`config.mk`:
```
export PLATFORM = sky130hd
export DESIGN_NAME = twd_mul_trivial_pipe
export DESIGN_NICKNAME = d
export VERILOG_FILES = /design/src/rtl/twd_pkg.sv /design/src/rtl/twd_lane_w8.sv /design/src/rtl/twd_mul_trivial_pipe.sv
export SDC_FILE = /design/constraint.sdc
export NUM_CORES = 2
export LEC_CHECK = 0
export BUFFER_PORTS_ARGS = -buffer_cell sky130_fd_sc_hd__buf_2
export CORE_AREA = 4 4 593 595
export CTS_BUF_LIST = sky130_fd_sc_hd__clkbuf_2 sky130_fd_sc_hd__clkbuf_4 sky130_fd_sc_hd__clkbuf_8
export DETAILED_ROUTE_END_ITERATION = 10
export DIE_AREA = 0 0 597 599
export PLACE_DENSITY = 0.42
export SETUP_SLACK_MARGIN = 0.2
export SYNTH_ARGS = -nofsm -noshare
export SYNTH_HDL_FRONTEND = slang
export SYNTH_SLANG_ARGS = --single-unit
```
`constraint.sdc`:
```
create_clock -name clk -period 1.94 [get_ports clk]
set_input_delay 0.291 -clock clk [delete_from_list [all_inputs] [get_ports clk]]
set_output_delay 0.291 -clock clk [all_outputs]
set_load 0.02 [all_outputs]
```
`src/rtl/twd_pkg.sv`:
```
// Shared types, twiddle constants and the saturation helper for the trivial/W8 twiddle stage.
package twd_pkg;
  typedef enum logic {TWD_M_TRIV = 1'b0, TWD_M_W8 = 1'b1} twd_mode_e;
  typedef enum logic [1:0] {OP_ID, OP_NJ, OP_W8P1, OP_W8P3} twd_op_e;

  localparam int C_W8_Q8   = 181;
  localparam int C_W8_FRAC = 8;

  function automatic logic signed [63:0] sat_w(input logic signed [63:0] x, input int w);
    logic signed [63:0] hi, lo;
    hi = (64'sd1 <<< (w - 1)) - 64'sd1;
    lo = -(64'sd1 <<< (w - 1));
    if (x > hi) return hi;
    if (x < lo) return lo;
    return x;
  endfunction
endpackage

```
`src/rtl/twd_lane_w8.sv`:
```
// One complex lane: stage 1 forms products / swap-negate, stage 2 rounds and saturates.
module twd_lane_w8
  import twd_pkg::*;
#(
  parameter int WIDTH = 12
) (
  input  logic                    clk,
  input  logic                    rst,
  input  logic                    en1_i,
  input  logic                    en2_i,
  input  twd_op_e                 op_i,
  input  logic signed [WIDTH-1:0] sum_re_i,
  input  logic signed [WIDTH-1:0] sum_im_i,
  input  logic signed [WIDTH-1:0] diff_re_i,
  input  logic signed [WIDTH-1:0] diff_im_i,
  output logic signed [WIDTH-1:0] sum_re_o,
  output logic signed [WIDTH-1:0] sum_im_o,
  output logic signed [WIDTH-1:0] diff_re_o,
  output logic signed [WIDTH-1:0] diff_im_o,
  output logic                    sat_o
);
  localparam int SW = WIDTH + 1;
  localparam int PW = WIDTH + 10;
  localparam logic signed [PW-1:0] C_X = PW'(C_W8_Q8);
  localparam logic signed [PW-1:0] RND = PW'(1 << (C_W8_FRAC - 1));

  logic signed [SW-1:0]    s, d;
  logic signed [PW-1:0]    ps, pd;
  logic signed [PW-1:0]    p_re_d, p_im_d, p_re_q, p_im_q;
  logic                    scl_d, scl_q;
  logic signed [WIDTH-1:0] sum_re1_q, sum_im1_q, sum_re2_q, sum_im2_q;
  logic signed [WIDTH-1:0] diff_re2_q, diff_im2_q;
  logic signed [PW-1:0]    r_re, r_im;
  logic signed [63:0]      c_re, c_im;

  assign s  = SW'(diff_re_i) + SW'(diff_im_i);
  assign d  = SW'(diff_im_i) - SW'(diff_re_i);
  assign ps = PW'(s) * C_X;
  assign pd = PW'(d) * C_X;

  // Trivial ops are carried at product width unscaled so stage 2 shares one clamp path.
  always_comb begin
    p_re_d = PW'(diff_re_i);
    p_im_d = PW'(diff_im_i);
    scl_d  = 1'b0;
    case (op_i)
      OP_NJ:   begin p_re_d = PW'(diff_im_i); p_im_d = -PW'(diff_re_i); end
      OP_W8P1: begin p_re_d = ps; p_im_d = pd;  scl_d = 1'b1; end
      OP_W8P3: begin p_re_d = pd; p_im_d = -ps; scl_d = 1'b1; end
      default: ;
    endcase
  end

  assign r_re  = scl_q ? (p_re_q + RND) >>> C_W8_FRAC : p_re_q;
  assign r_im  = scl_q ? (p_im_q + RND) >>> C_W8_FRAC : p_im_q;
  assign c_re  = sat_w(64'(r_re), WIDTH);
  assign c_im  = sat_w(64'(r_im), WIDTH);
  assign sat_o = (c_re != 64'(r_re)) | (c_im != 64'(r_im));

  always_ff @(posedge clk) begin
    if (rst) begin
      p_re_q     <= '0;
      p_im_q     <= '0;
      scl_q      <= 1'b0;
      sum_re1_q  <= '0;
      sum_im1_q  <= '0;
      sum_re2_q  <= '0;
      sum_im2_q  <= '0;
      diff_re2_q <= '0;
      diff_im2_q <= '0;
    end else begin
      if (en1_i) begin
        p_re_q    <= p_re_d;
        p_im_q    <= p_im_d;
        scl_q     <= scl_d;
        sum_re1_q <= sum_re_i;
        sum_im1_q <= sum_im_i;
      end
      if (en2_i) begin
        sum_re2_q  <= sum_re1_q;
        sum_im2_q  <= sum_im1_q;
        diff_re2_q <= WIDTH'(c_re);
        diff_im2_q <= WIDTH'(c_im);
      end
    end
  end

  assign sum_re_o  = sum_re2_q;
  assign sum_im_o  = sum_im2_q;
  assign diff_re_o = diff_re2_q;
  assign diff_im_o = diff_im2_q;
endmodule

```
`src/rtl/twd_mul_trivial_pipe.sv`:
```
// Per-group trivial / W8 twiddle on the butterfly difference path, sum path passed aligned.
module twd_mul_trivial_pipe
  import twd_pkg::*;
#(
  parameter int WIDTH      = 12,
  parameter int LANES      = 16,
  parameter int BLK_CLKS   = 4,
  parameter int NUM_GROUPS = 4,
  parameter int MODE       = 0,
  localparam int GW        = (NUM_GROUPS > 1) ? $clog2(NUM_GROUPS) : 1
) (
  input  logic                    clk,
  input  logic                    rst,
  input  logic                    i_valid,
  input  logic                    i_sof,
  input  logic signed [WIDTH-1:0] i_sum_re  [LANES],
  input  logic signed [WIDTH-1:0] i_sum_im  [LANES],
  input  logic signed [WIDTH-1:0] i_diff_re [LANES],
  input  logic signed [WIDTH-1:0] i_diff_im [LANES],
  input  logic                    i_sat_clr,
  output logic                    o_valid,
  output logic                    o_sof,
  output logic [GW-1:0]           o_grp,
  output logic signed [WIDTH-1:0] o_sum_re  [LANES],
  output logic signed [WIDTH-1:0] o_sum_im  [LANES],
  output logic signed [WIDTH-1:0] o_diff_re [LANES],
  output logic signed [WIDTH-1:0] o_diff_im [LANES],
  output logic                    o_sat_sticky
);
  localparam int STAGES = 2;
  localparam int FRAME  = BLK_CLKS * NUM_GROUPS;
  localparam int CW     = (FRAME > 1) ? $clog2(FRAME) : 1;
  localparam logic [CW-1:0] LAST = CW'(FRAME - 1);

  if (MODE == int'(TWD_M_W8) && NUM_GROUPS != 4) begin : g_mode_chk
    $error("twd_mul_trivial_pipe: MODE=1 requires NUM_GROUPS=4");
  end
  if (MODE != int'(TWD_M_TRIV) && MODE != int'(TWD_M_W8)) begin : g_mode_rng
    $error("twd_mul_trivial_pipe: MODE must be 0 or 1");
  end

  logic [CW-1:0]     cnt_q, cnt_d, cur_cnt;
  logic [GW-1:0]     grp, grp1_q, grp2_q;
  twd_op_e           op;
  logic [STAGES:1]   vld_pipe, sof_pipe;
  logic [LANES-1:0]  lane_sat;
  logic              sticky_q, sticky_d;

  assign cur_cnt = (i_valid & i_sof) ? '0 : cnt_q;
  assign grp     = GW'(cur_cnt / CW'(BLK_CLKS));

  always_comb begin
    cnt_d = cnt_q;
    if (i_valid) cnt_d = (cur_cnt == LAST) ? '0 : cur_cnt + 1'b1;
  end

  always_comb begin
    op = OP_ID;
    if (MODE == int'(TWD_M_W8)) begin
      case (int'(grp))
        1:       op = OP_W8P1;
        2:       op = OP_NJ;
        3:       op = OP_W8P3;
        default: op = OP_ID;
      endcase
    end else if (int'(grp) == NUM_GROUPS - 1) begin
      op = OP_NJ;
    end
  end

  // Set wins over clear: a saturating beat landing with a clear still reports.
  always_comb begin
    sticky_d = i_sat_clr ? 1'b0 : sticky_q;
    if (vld_pipe[1] && (|lane_sat)) sticky_d = 1'b1;
  end

  always_ff @(posedge clk) begin
    if (rst) begin
      cnt_q    <= '0;
      vld_pipe <= '0;
      sof_pipe <= '0;
      grp1_q   <= '0;
      grp2_q   <= '0;
      sticky_q <= 1'b0;
    end else begin
      cnt_q    <= cnt_d;
      vld_pipe <= {vld_pipe[STAGES-1:1], i_valid};
      sof_pipe <= {sof_pipe[STAGES-1:1], i_valid & i_sof};
      if (i_valid)     grp1_q <= grp;
      if (vld_pipe[1]) grp2_q <= grp1_q;
      sticky_q <= sticky_d;
    end
  end

  for (genvar l = 0; l < LANES; l++) begin : g_lane
    twd_lane_w8 #(.WIDTH(WIDTH)) u_lane (
      .clk       (clk),
      .rst       (rst),
      .en1_i     (i_valid),
      .en2_i     (vld_pipe[1]),
      .op_i      (op),
      .sum_re_i  (i_sum_re[l]),
      .sum_im_i  (i_sum_im[l]),
      .diff_re_i (i_diff_re[l]),
      .diff_im_i (i_diff_im[l]),
      .sum_re_o  (o_sum_re[l]),
      .sum_im_o  (o_sum_im[l]),
      .diff_re_o (o_diff_re[l]),
      .diff_im_o (o_diff_im[l]),
      .sat_o     (lane_sat[l])
    );
  end

  assign o_valid      = vld_pipe[STAGES];
  assign o_sof        = sof_pipe[STAGES];
  assign o_grp        = grp2_q;
  assign o_sat_sticky = sticky_q;
endmodule

```
==> results.toml <==
[yosys]
synthFlopType = "dfxtp_1"
synth_top_cell_by_area = "dfxtp_1"
synth_area_leaders = "dfxtp_1, mux2i_1, nor2_1"
postSynthAreaPerCell_sq_um = 9.00
syn_nets = 8359
synth_top_cells_by_count = "dfxtp_1, nor2_1, mux2i_1"
synth.ff_latch_count = 1709
ys_warn_count = 0
synth_edf_count = 0
synthCells = 7553
ys_seq_area_share_pct = 50.4
synth_top_area_share_pct = 50.4
synth_cell_type_count = 53
syn_area_sq_um = 67900
yosysMostFrequentCell = "dfxtp_1"
async_flop_share_pct = 0

[floorplan]
design.die.area_sq_um = 358000
core_area_sq_um = 346000
boundaryPins = 1546
rows = 216
start_util_pct = 19.6
die_w_um = 597
die_h_um = 599

[clock_tree]
cts_made_buffers = 333
cts_max_level = 5
clock_sinks = 1709
path_clk_slew_ns = 0.06
cts_root_buf = "clkbuf_8"
clockBufferDepth = 4
cts_tree = "done"
clk_latency_ns = 1.02

[setup_path]
r2r_start = "g_lane[11].u_lane.p_im_q[19]"
worst_r2r_path_depth = 13
required_ns = 2.77
critPathKind = "reg2reg"
crit_chain = "nand4_1 -> nor3_2 -> buf_4 -> nand2_4 -> ha_4 -> xor2_1 -> buf_4 -> o2111ai_2 -> a2111oi_2 -> buf_4 -> nand4b_1 -> nor4_2 -> a221oi_1"
crit_path_start_kind = "flop"
cp_slowest_stage_delay_ns = 0.33
slowest_stage = "dfxtp_2"
critPathCaptureType = "flop"
timing.rr.end = "o_sat_sticky"
crit_arrival_ns = 3.23
cpMostUsedCell = "buf_4"
path_max_fanout = 2
reg2reg_setup_slack_ns = -0.46

[final_layout]
fillers = 35500
nNetsFinal = 12000
drive_gt1_share_pct = 38.0
regArea_sq_um = 35500
final_cell_area_sq_um = 118000
final_core_util_pct = 34.1
fin_cells = 16000
multi_input_area_sq_um = 33300
area_growth_pct = 73.5

[sta]
timing.final.crit_share_pct = 124
period_needed_ns = 2.40
rsz0062_at_grt = "true"
relSlewSlack_pct = 56.5
setup_violations = 1
fin_ws_ns = -0.464
max_freq_mhz = 416
drv_slew = 0
tightest_slew_ns = 0.647
fin_worst_skew_ns = 0.0682
hold_viol = 0

[global_routing]
grt_first_pass_wirelength_mm = 496
antenna_found_initial = 72
grt_use_total_pct = 18.4
gr-total-overflow = 0
grt_start_max_net_pins = 94
grt_pass1_vias = 72200

[run]
maxCapViolCount = 0

[detailed_routing]
drcViolationCount = 0
first_iter_violations = 3694
ant_nets = 0
via_count = 70100
routed_wl_mm = 353
dr.pass1.iters = 8
drt-vias-per-instance = 4.37
wl_per_cell_um = 22.0

[power_and_ir_drop]
p_per_area_nw_per_um2 = 795
intPower_uw = 67500
p_sw_share_pct = 28.0
seq_power_share_pct = 41.1
p_leak_uw = 0.0495
p_sw_uw = 26300
p_comb_share_pct = 16.2
clkPwrFrac_pct = 42.7
vdd_drop_max_mv = 0.714

[outcome]
violations = "negative setup slack"
outcome = "complete, but fails checks"

[placed_design]
io_buffers = 1545
dp.cells = 13800
post_dp_cell_area_sq_um = 86000
detailedPlacementHpwl_mm = 260
routabilityCongestion = 0.906

[hold_path]
min_from = "i_sum_im[128]"
hold_depth = 4
hp-class = "in2reg"
holdPathEnd = "g_lane[5].u_lane.sum_im1_q[8]"
[layout by cell type (no fill, tap or decap), types with 140 or more instances in the layout]
cell and count:
dfxtp_1 870, a21oi_1 212, inv_1 140, nand2b_1 165
buf_4 813, buf_2 770, nor2_1 1593, a311oi_1 357
buf_6 759, nand2_1 736, dfxtp_2 757, clkbuf_8 414
mux2i_1 965, dlygate4sd3_1 1313
[per-stage QoR]
stage / TNS, ns / worst slack (ns) / total power (uW) / hold slack [ns]
2_1_floorplan: 0 / 0.0395 / 44100 / 0.413
3_5_place_dp: -33.04 / -0.657 / 50000 / 0.455
6_report: -0.464 / -0.464 / 93800 / 0.155
5_1_grt: -4.59 / -0.743 / 98100 / 0.0450
3_3_place_gp: -30.45 / -0.682 / 49800 / 0.454
4_1_cts: -10.23 / -0.637 / 94600 / -0.0872
[worst max-delay path: cells and delay by family (launching register included)]
family	cells	cell delay [ns]
simple gates	5	0.62
flops	1	0.33
fa+ha+maj	1	0.15
buf+inv	3	0.52
xor+xnor	1	0.12
compound gates	3	0.46
[cells by family (layout without fill, tap and decap cells)]
logic type	after synthesis	count (layout)	synth area share [%]
compound gates	1060	1060	10.7
other cells	0	58	0
flops	1709	1709	50.4
xor+xnor	116	116	1.50
buf+inv	725	4585	4.19
mux	965	965	14.2
fa+ha+maj	33	33	0.608
simple gates	2945	2945	18.4
[final cells by class]
cell class | count | share of cell area [%]
antenna | 58 | 0.123
clock buffer | 517 | 5.49
clock inverter | 72 | 0.700
inverter | 148 | 0.485
multi-input combinational | 5119 | 28.3
sequential | 1709 | 30.1
tap | 4578 | 4.86
timing repair buffer | 3848 | 30.0
[repair_timing]
action                                  4_1_cts  5_1_grt
gates cloned                                  8       18
endpoints found under the hold margin      1104       26
gates resized for setup                    2630      455
pin swaps                                    44      201
endpoints found under the setup margin     1032     1570
hold buffers                               1329        9
buffers inserted                            144       92
[worst max path at each step]
stage,startpoint,to,slack (ns),cells past startpoint
finish,g_lane[11].u_lane.p_im_q[19],o_sat_sticky,-0.46,13
CTS,g_lane[11].u_lane.p_im_q[19],o_sat_sticky,-0.64,13
detailed placement,g_lane[14].u_lane.p_im_q[18],o_sat_sticky,-0.66,9
global route,g_lane[11].u_lane.p_im_q[19],o_sat_sticky,-0.74,13
floorplan,i_diff_re[18],g_lane[14].u_lane.p_im_q[12],0.04,6
global placement,g_lane[14].u_lane.p_im_q[16],o_sat_sticky,-0.68,9
[power by group through the flow]
stage	logic (uW)	clock network [uW]	registers (uW)
after global placement	10800	0	39000
after CTS	14600	41400	38500
after global routing	16300	43000	38700
after floorplan	4760	0	39300
final	15200	40000	38500
after detailed placement	10900	0	39000
[registers in the layout (all words and copies together), names as in the netlist]
register and flops:
g_lane.u_lane.p_im_q 352, g_lane.u_lane.diff_im_o 192, g_lane.u_lane.diff_re_o 192, g_lane.u_lane.p_re_q 192
g_lane.u_lane.sum_im1_q 192, g_lane.u_lane.sum_im_o 192, g_lane.u_lane.sum_re1_q 192, g_lane.u_lane.sum_re_o 192
cnt_q 4, grp1_q 2, o_grp 2, sof_pipe 2
vld_pipe 2, o_sat_sticky 1
[routing by layer]
| layer | global-route usage, % | share of wire, % |
|---|---|---|
| met4 | 8.36 | 5.1 |
| met2 | 32.3 | 49 |
| met1 | 20.6 | 39 |
| met3 | 5.20 | 6.9 |
| met5 | 0 | 0.084 |
Note: power is estimated with default switching activity, not from simulation.
